==> src/rtl/packet_arb_pkg.sv <==
// Shared types and helpers for the packet stream arbiter and its round-robin picker.
package packet_arb_pkg;

    typedef enum logic [1:0] {
        IDLE   = 2'd0,
        PACKET = 2'd1,
        ABORT  = 2'd2
    } arb_state_t;

    // Fill value replicated across the data bus for the synthetic EOP of an aborted packet
    localparam logic ABORT_FILL_BIT = 1'b0;

    function automatic int unsigned ch_width(input int unsigned n);
        return (n <= 32'd2) ? 32'd1 : 32'($clog2(n));
    endfunction

endpackage

==> src/rtl/rr_arbiter.sv <==
// Combinational round-robin picker: first requester at or after i_ptr, cyclically.
module rr_arbiter
    import packet_arb_pkg::*;
#(
    parameter  int unsigned NUM_INPUTS = 4,
    localparam int unsigned CH_W       = ch_width(NUM_INPUTS)
) (
    input  logic [NUM_INPUTS-1:0] i_req,
    input  logic [CH_W-1:0]       i_ptr,
    output logic [NUM_INPUTS-1:0] o_grant_oh,
    output logic [CH_W-1:0]       o_grant_idx,
    output logic                  o_any_req
);

    always_comb begin
        logic          w_found;
        logic [CH_W-1:0] w_idx;
        w_found     = 1'b0;
        w_idx       = '0;
        o_grant_oh  = '0;
        o_grant_idx = '0;
        for (int unsigned k = 0; k < NUM_INPUTS; k++) begin
            w_idx = CH_W'((32'(i_ptr) + k) % NUM_INPUTS);
            if (!w_found && i_req[w_idx]) begin
                w_found            = 1'b1;
                o_grant_oh[w_idx]  = 1'b1;
                o_grant_idx        = w_idx;
            end
        end
        o_any_req = w_found;
    end

endmodule

==> src/rtl/packet_stream_arbiter.sv <==
// Packet-granular round-robin arbiter onto one Avalon-ST sink, with stall abort and
// sticky timeout/orphan error flags.
module packet_stream_arbiter
    import packet_arb_pkg::*;
#(
    parameter  int unsigned NUM_INPUTS    = 4,
    parameter  int unsigned DATA_WIDTH    = 256,
    parameter  int unsigned STALL_TIMEOUT = 1024,
    localparam int unsigned CH_W          = ch_width(NUM_INPUTS)
) (
    input  logic                             clock_clk,
    input  logic                             reset_reset,
    input  logic [NUM_INPUTS*DATA_WIDTH-1:0] asi_in_data,
    input  logic [NUM_INPUTS-1:0]            asi_in_valid,
    input  logic [NUM_INPUTS-1:0]            asi_in_startofpacket,
    input  logic [NUM_INPUTS-1:0]            asi_in_endofpacket,
    output logic [NUM_INPUTS-1:0]            asi_in_ready,
    output logic [DATA_WIDTH-1:0]            aso_out0_data,
    output logic                             aso_out0_valid,
    input  logic                             aso_out0_ready,
    output logic                             aso_out0_startofpacket,
    output logic                             aso_out0_endofpacket,
    output logic [CH_W-1:0]                  aso_out0_channel,
    output logic [NUM_INPUTS-1:0]            err_timeout,
    output logic [NUM_INPUTS-1:0]            err_orphan,
    input  logic                             status_clear
);

    localparam int unsigned      CNT_W      = $clog2(STALL_TIMEOUT);
    localparam logic [CNT_W-1:0] STALL_LAST = CNT_W'(STALL_TIMEOUT - 1);
    localparam logic [CH_W-1:0]  LAST_CH    = CH_W'(NUM_INPUTS - 1);

    arb_state_t              r_state;
    arb_state_t              w_state_nxt;
    logic [CH_W-1:0]         r_grant;
    logic [NUM_INPUTS-1:0]   r_grant_oh;
    logic [CH_W-1:0]         r_rr_ptr;
    logic [CNT_W-1:0]        r_stall_cnt;
    logic                    r_out_valid;
    logic [DATA_WIDTH-1:0]   r_out_data;
    logic                    r_out_sop;
    logic                    r_out_eop;
    logic [CH_W-1:0]         r_out_ch;
    logic [NUM_INPUTS-1:0]   r_err_timeout;
    logic [NUM_INPUTS-1:0]   r_err_orphan;

    logic [DATA_WIDTH-1:0]   w_src_data [NUM_INPUTS];
    logic [NUM_INPUTS-1:0]   w_arb_oh;
    logic [CH_W-1:0]         w_arb_idx;
    logic                    w_any_req;
    logic                    w_out_free;
    logic                    w_grant_valid;
    logic                    w_grant_sop;
    logic                    w_grant_eop;
    logic                    w_accept;
    logic                    w_load_abort;
    logic                    w_grant_load;
    logic                    w_ptr_load;
    logic                    w_stall_inc;
    logic                    w_stall_clr;
    logic [NUM_INPUTS-1:0]   w_timeout_set;
    logic [NUM_INPUTS-1:0]   w_orphan_set;

    rr_arbiter #(.NUM_INPUTS(NUM_INPUTS)) u_rr_arbiter (
        .i_req       (asi_in_valid & asi_in_startofpacket),
        .i_ptr       (r_rr_ptr),
        .o_grant_oh  (w_arb_oh),
        .o_grant_idx (w_arb_idx),
        .o_any_req   (w_any_req)
    );

    always_comb begin
        for (int unsigned i = 0; i < NUM_INPUTS; i++) begin
            w_src_data[i] = asi_in_data[i*DATA_WIDTH +: DATA_WIDTH];
        end
    end

    assign w_out_free    = !r_out_valid || aso_out0_ready;
    assign w_grant_valid = |(asi_in_valid & r_grant_oh);
    assign w_grant_sop   = |(asi_in_startofpacket & r_grant_oh);
    assign w_grant_eop   = |(asi_in_endofpacket & r_grant_oh);

    // State register
    always_ff @(posedge clock_clk or posedge reset_reset) begin
        if (reset_reset) begin
            r_state <= IDLE;
        end else begin
            r_state <= w_state_nxt;
        end
    end

    // Next state, source readies and datapath enables
    always_comb begin
        w_state_nxt   = r_state;
        asi_in_ready  = '0;
        w_accept      = 1'b0;
        w_load_abort  = 1'b0;
        w_grant_load  = 1'b0;
        w_ptr_load    = 1'b0;
        w_stall_inc   = 1'b0;
        w_stall_clr   = 1'b0;
        w_timeout_set = '0;
        w_orphan_set  = '0;
        unique case (r_state)
            IDLE: begin
                // Headless beats are drained here so they cannot block the arbiter
                asi_in_ready = asi_in_valid & ~asi_in_startofpacket;
                w_orphan_set = asi_in_valid & ~asi_in_startofpacket;
                if (w_any_req) begin
                    w_grant_load = 1'b1;
                    w_state_nxt  = PACKET;
                end
            end
            PACKET: begin
                asi_in_ready = w_out_free ? r_grant_oh : '0;
                if (w_grant_valid && w_out_free) begin
                    w_accept    = 1'b1;
                    w_stall_clr = 1'b1;
                    if (w_grant_eop) begin
                        w_ptr_load  = 1'b1;
                        w_state_nxt = IDLE;
                    end
                end else if (!w_grant_valid) begin
                    if (r_stall_cnt == STALL_LAST) begin
                        w_timeout_set = r_grant_oh;
                        w_stall_clr   = 1'b1;
                        w_state_nxt   = ABORT;
                    end else begin
                        w_stall_inc = 1'b1;
                    end
                end
            end
            ABORT: begin
                if (w_out_free) begin
                    w_load_abort = 1'b1;
                    w_ptr_load   = 1'b1;
                    w_state_nxt  = IDLE;
                end
            end
            default: w_state_nxt = IDLE;
        endcase
    end

    // Grant, pointer, stall counter, output register and sticky flags
    always_ff @(posedge clock_clk or posedge reset_reset) begin
        if (reset_reset) begin
            r_grant       <= '0;
            r_grant_oh    <= NUM_INPUTS'(1);
            r_rr_ptr      <= '0;
            r_stall_cnt   <= '0;
            r_out_valid   <= 1'b0;
            r_out_data    <= '0;
            r_out_sop     <= 1'b0;
            r_out_eop     <= 1'b0;
            r_out_ch      <= '0;
            r_err_timeout <= '0;
            r_err_orphan  <= '0;
        end else begin
            if (w_grant_load) begin
                r_grant    <= w_arb_idx;
                r_grant_oh <= w_arb_oh;
            end
            if (w_ptr_load) begin
                r_rr_ptr <= (r_grant == LAST_CH) ? '0 : r_grant + CH_W'(1);
            end
            if (w_stall_clr) begin
                r_stall_cnt <= '0;
            end else if (w_stall_inc) begin
                r_stall_cnt <= r_stall_cnt + CNT_W'(1);
            end
            if (w_accept) begin
                r_out_valid <= 1'b1;
                r_out_data  <= w_src_data[r_grant];
                r_out_sop   <= w_grant_sop;
                r_out_eop   <= w_grant_eop;
                r_out_ch    <= r_grant;
            end else if (w_load_abort) begin
                r_out_valid <= 1'b1;
                r_out_data  <= {DATA_WIDTH{ABORT_FILL_BIT}};
                r_out_sop   <= 1'b0;
                r_out_eop   <= 1'b1;
                r_out_ch    <= r_grant;
            end else if (aso_out0_ready) begin
                r_out_valid <= 1'b0;
            end
            if (status_clear) begin
                r_err_timeout <= '0;
                r_err_orphan  <= '0;
            end else begin
                r_err_timeout <= r_err_timeout | w_timeout_set;
                r_err_orphan  <= r_err_orphan | w_orphan_set;
            end
        end
    end

    assign aso_out0_valid         = r_out_valid;
    assign aso_out0_data          = r_out_data;
    assign aso_out0_startofpacket = r_out_sop;
    assign aso_out0_endofpacket   = r_out_eop;
    assign aso_out0_channel       = r_out_ch;
    assign err_timeout            = r_err_timeout;
    assign err_orphan             = r_err_orphan;

endmodule

==> config.mk <==
export PLATFORM = sky130hd
export DESIGN_NAME = packet_stream_arbiter
export DESIGN_NICKNAME = d
export VERILOG_FILES = /design/src/rtl/packet_arb_pkg.sv /design/src/rtl/rr_arbiter.sv /design/src/rtl/packet_stream_arbiter.sv
export SDC_FILE = /design/constraint.sdc
export NUM_CORES = 1
export LEC_CHECK = 0
export ABC_AREA = 1
export ABC_CLOCK_PERIOD_IN_PS = 22700
export CAP_MARGIN = 20
export CORE_AREA = 2 2 511 513
export CTS_CLUSTER_DIAMETER = 120
export DETAILED_ROUTE_END_ITERATION = 10
export DIE_AREA = 0 0 513 515
export PLACE_DENSITY = 0.3
export SYNTH_ARGS = -nofsm -noshare
export SYNTH_HDL_FRONTEND = slang
export SYNTH_SLANG_ARGS = --single-unit
==> constraint.sdc <==
create_clock -name clock_clk -period 22.7 [get_ports clock_clk]
set_clock_uncertainty 0.1 [all_clocks]
set_input_delay 4.54 -clock clock_clk [delete_from_list [all_inputs] [get_ports clock_clk]]
set_output_delay 4.54 -clock clock_clk [all_outputs]
set_load 0.05 [all_outputs]
# After elaboration in Yosys (flattened, before gate mapping)
# Cells that the tools add are included.
# totals
register_bits	289
in_bits	1040
word_cells	146
out_inout_bits	273
# op_classes
n_addsub	5
n_reduce_logical	21
bitwise	12
eq_ne	9
n_lt_le_gt_ge	9
n_mux	78
# op_table
op	n
$mux 256	4
$bmux 256 s2	1
$mux 4	12
$mux 1	35
$mux 2	13
$and 4x4->4	5
$mux 10	2
$or 4x4->4	5
$lt 2x3->1 const B	4
$reduce_or 4->1	3
$add 10x1->10 const B	1
$eq 10x10->1 const B	1
$ne 3x3->1 const B	3
$bmux 1 s2	4
$demux 1 s2	4
$ge 2x1->1 const B	4
$logic_and 1x1->1	8
$pmux 4 s2	1
$pmux 2 s3	1
$reduce_and 5->1	1
$add 2x1->2 const B	2
$add 2x2->2 const B	2
$eq 2x2->1 const B	2
$logic_not 1->1	4
other kinds (11)	12

# Depth between registers and ports, before layout
# logic_depth
ltp_word	15
depth_mapped	12
depth_no_buf	11

# By module
# Synthesis repeated with hierarchy kept, for this count alone.
# hier_totals
cells_unflattened	2823
area_unflattened_um2	18776.8
# by_module_without_submodules
module	n_inst	cells_each	seq_area_each_um2	area_each_um2
packet_stream_arbiter	1	2749	7233.2	18336.3
rr_arbiter	1	74	0.0	440.4

# Worst setup path after synthesis
# OpenSTA, ideal clock, no wires.
# synth_timing
kind	input-to-output
start	in aso_out0_ready
end	out asi_in_ready[0]
stages	2
required_ns	18.060
arrival_ns	5.774
path_buffers	0
path_slack_ns	12.286
cell_sequence	nor2_4 o31ai_1
# synth_via
elab_chain_len	3
# synth_rtl
item	line	source
from (decl)	packet_stream_arbiter.sv:20	input logic aso_out0_ready,
$logic_or 1x1->1	packet_stream_arbiter.sv:78	assign w_out_free = !r_out_valid || aso_out0_ready;
$mux 4	packet_stream_arbiter.sv:115	asi_in_ready = w_out_free ? r_grant_oh : '0;
$pmux 4 s2	packet_stream_arbiter.sv:104	unique case (r_state)
to (decl)	packet_stream_arbiter.sv:17	output logic [NUM_INPUTS-1:0] asi_in_ready,
# Every way passes these cells.

# Worst setup path after layout
# layout_timing
start	in aso_out0_ready
end	out asi_in_ready[3]
# The elaborated chain is that of the path after synthesis.

==> results.ini <==
[synth]
yosys-top-cells-area=dfrtp_1 37%, nand2_1 21%, nand3_1 14%
yosysMostFrequentCell=nand2_1
yosys_warnings=0
synth_fp_nets=4146
synth_top_area_cell=dfrtp_1
syn_area_per_cell_um2=6.36
ys_top_cells_by_count=1115 x nand2_1, 555 x nand3_1, 288 x dfrtp_1
synth_top_area_share_pct=36.6
ys.flop_type=dfrtp_1
synth_seq_area_share_pct=36.8
syn_inst=3093
syn_area_um2=19700
synth.distinct_cells=33
synth_seq_cells=289
synth_edf_count=0
async_reset_ff_share_pct=100

[clock_tree]
clockBufferDepth=3
insertion_delay_ps=660
cts_tree=yes
cts_setup_buffers=0
cts_made_buffers=48
h-tree-depth=2
root_buffer=clkbuf_16
ctsResizeCount=0
cts_hold_buf=0
clk_pin_slew_ps=50
cts.sinks=289

[power_and_ir_drop]
vdd_ir_drop_max_mv=0.0825
p_leak_nw=16.6
powerDensity_nw_per_um2=131
power.total_mw=4.97

[floorplan]
core-area_um2=259000
rows=187
start_util_pct=7.61
die_x_um=513
die_y_um=515
ios=1313
die-area_um2=264000

[setup_path]
cp_top_family=buffers and inverters
rr_worst_depth=8
worst-path-buf-inv=2
cp.depth=4
cp.required_ps=18060
critical_path_class=input pin to output port
worstPathMaxFanout=8
crit_chain=clkdlybuf4s50_1, nor2_4, o31ai_1, clkdlybuf4s50_1
worst_setup_path_start_kind=input pin
critPathSlowestCell=clkdlybuf4s50_1
endpoint_kind=output port
critical_path.most_common_cell=clkdlybuf4s50_1
arrival_ps=6330
cpPeakStageDelay_ps=870

[finish]
area_delta_synth_final_pct=93.0
drive_above_1_share_pct=3.28
nNetsFinal=5319

[timing]
grt_setup_unrepaired=false
setup_viol=0
period_share_pct=48.3
hold_viol_final=0
drv_slew=0
fin_crit_ps=10970
max_freq_mhz=91.2
tightestPinTransition_ps=1010
tns_ps=0
max-slew-margin-rel_pct=32.4

[grt]
first_global_vias=26600
globalRouteTotalUtil_pct=14.0
gr-total-overflow=0
grt_max_degree=155
grt_pass1_wl_um=252000
antenna_found_initial=85

[route]
num_vias=26000
drt_iter0_drc=1769
ant_nets=0
vias_per_cell=3.36
dr.pass1.iters=7
drc=0
wire_per_inst_um=24.9
routed_wl_um=192000

[worst_hold_path]
hold_depth=2
holdCritPathClass=flip-flop to flip-flop

[run_status]
status=complete, no violations

[placement]
place_congestion=0.904
io_buffers=1312
dp_hpwl_um=158000

[flow_run]
maxCapViolCount=0

-- flip-flops by register name, summed over array words and instances, names as in the netlist --
name / cells
r_state: 2
r_stall_cnt: 10
r_grant_oh: 4
aso_out0_endofpacket: 1
aso_out0_startofpacket: 1
err_timeout: 4
aso_out0_channel: 2
aso_out0_data: 256
err_orphan: 4
r_grant: 2
r_rr_ptr: 2
aso_out0_valid: 1
-- tightest hold or removal path: cells and delay by family (launching register included) --
kind	cells	cell delay (ps)
simple gates	2	90
flops	1	340
-- power breakdown --
group / switching [mW] / leakage, nW / internal (mW)
registers: 0.200 / 3.83 / 0.746
clock network: 0.329 / 0.784 / 0.464
logic: 2.34 / 12.0 / 0.898
total: 2.87 / 16.6 / 2.11
-- kinds of logic (layout without fill, tap and decap cells) --
family | after synthesis | count (layout) | share of synthesized area [%]
xor+xnor | 6 | 6 | 0.267
buf+inv | 523 | 1733 | 11.4
other cells | 0 | 25 | 0
simple gates | 1715 | 1715 | 36.6
compound gates | 547 | 547 | 14.1
flops | 289 | 289 | 36.8
fa+ha+maj | 13 | 13 | 0.827
-- layout by cell type, fill, tap and decap left out, drive strengths merged --
| cell type | Yosys | layout |
|---|---|---|
| clkdlybuf4s50 | 0 | 1309 |
| nand2 | 1117 | 1117 |
| nand3 | 555 | 555 |
| inv | 295 | 297 |
| dfrtp | 288 | 288 |
| o21ai | 268 | 268 |
| a21oi | 263 | 263 |
| clkbuf | 84 | 71 |
| buf | 144 | 42 |
| nor2 | 32 | 32 |
| diode | 0 | 25 |
| ha | 13 | 13 |
| clkinv | 0 | 9 |
| o31ai | 7 | 7 |
| nand4 | 7 | 7 |
| xor2 | 6 | 6 |
| a31oi | 4 | 4 |
| bufinv | 0 | 3 |
| o22ai | 2 | 2 |
| clkinvlp | 0 | 2 |
| nor3 | 2 | 2 |
| nand3b | 1 | 1 |
| o21a | 1 | 1 |
| a21boi | 1 | 1 |
| and2 | 1 | 1 |
| o21bai | 1 | 1 |
| dfstp | 1 | 1 |
-- stage by stage --
stage	setup slack (ps)	cells	hold WS, ps	util [%]	area [um2]
2_1_floorplan	10080	3093	367	-	19700
3_3_place_gp	11770	7615	355	14.0	36200
3_5_place_dp	11740	7616	357	14.0	36300
4_1_cts	11710	7703	372	14.6	37900
5_1_grt	11670	7711	384	14.7	37900
6_report	11730	7730	367	14.7	38000
-- layer usage --
layer / part of all wire (%) / GRT usage (%) / vias up / wire length, um
li1: - / - / 12400 / -
met1: 41 / 16.7 / 12200 / 79200
met2: 46 / 23.3 / 1140 / 89400
met3: 10 / 5.96 / 191 / 20100
met4: 1.8 / 2.56 / 52 / 3420
met5: 0.18 / 0 / - / 348
-- area by class of cell --
type | count | area, um2
diodes | 25 | 62.6
well taps | 3402 | 4260
fillers | 29700 | 221000
clock buffers | 71 | 1420
inverters | 295 | 1140
repair buffers | 1351 | 13500
clock inverters | 16 | 175
flip-flops and latches | 289 | 7240
multi-input cells | 2281 | 10200
-- path summary, 6_finish.rpt --
check / start / end / slack, ps
max: aso_out0_ready / asi_in_ready[3] / 11730
min: aso_out0_data[180]$_DFFE_PP0P_ / aso_out0_data[180]$_DFFE_PP0P_ / 370
max reg2reg: r_grant[1]$_DFFE_PP0P_ / aso_out0_data[221]$_DFFE_PP0P_ / 17760
min reg2reg: aso_out0_data[180]$_DFFE_PP0P_ / aso_out0_data[180]$_DFFE_PP0P_ / 370
max in group asynchronous: reset_reset / aso_out0_data[112]$_DFFE_PP0P_ / 16180
min in group asynchronous: reset_reset / aso_out0_data[249]$_DFFE_PP0P_ / 4230
(Power assumes the default switching activity.)
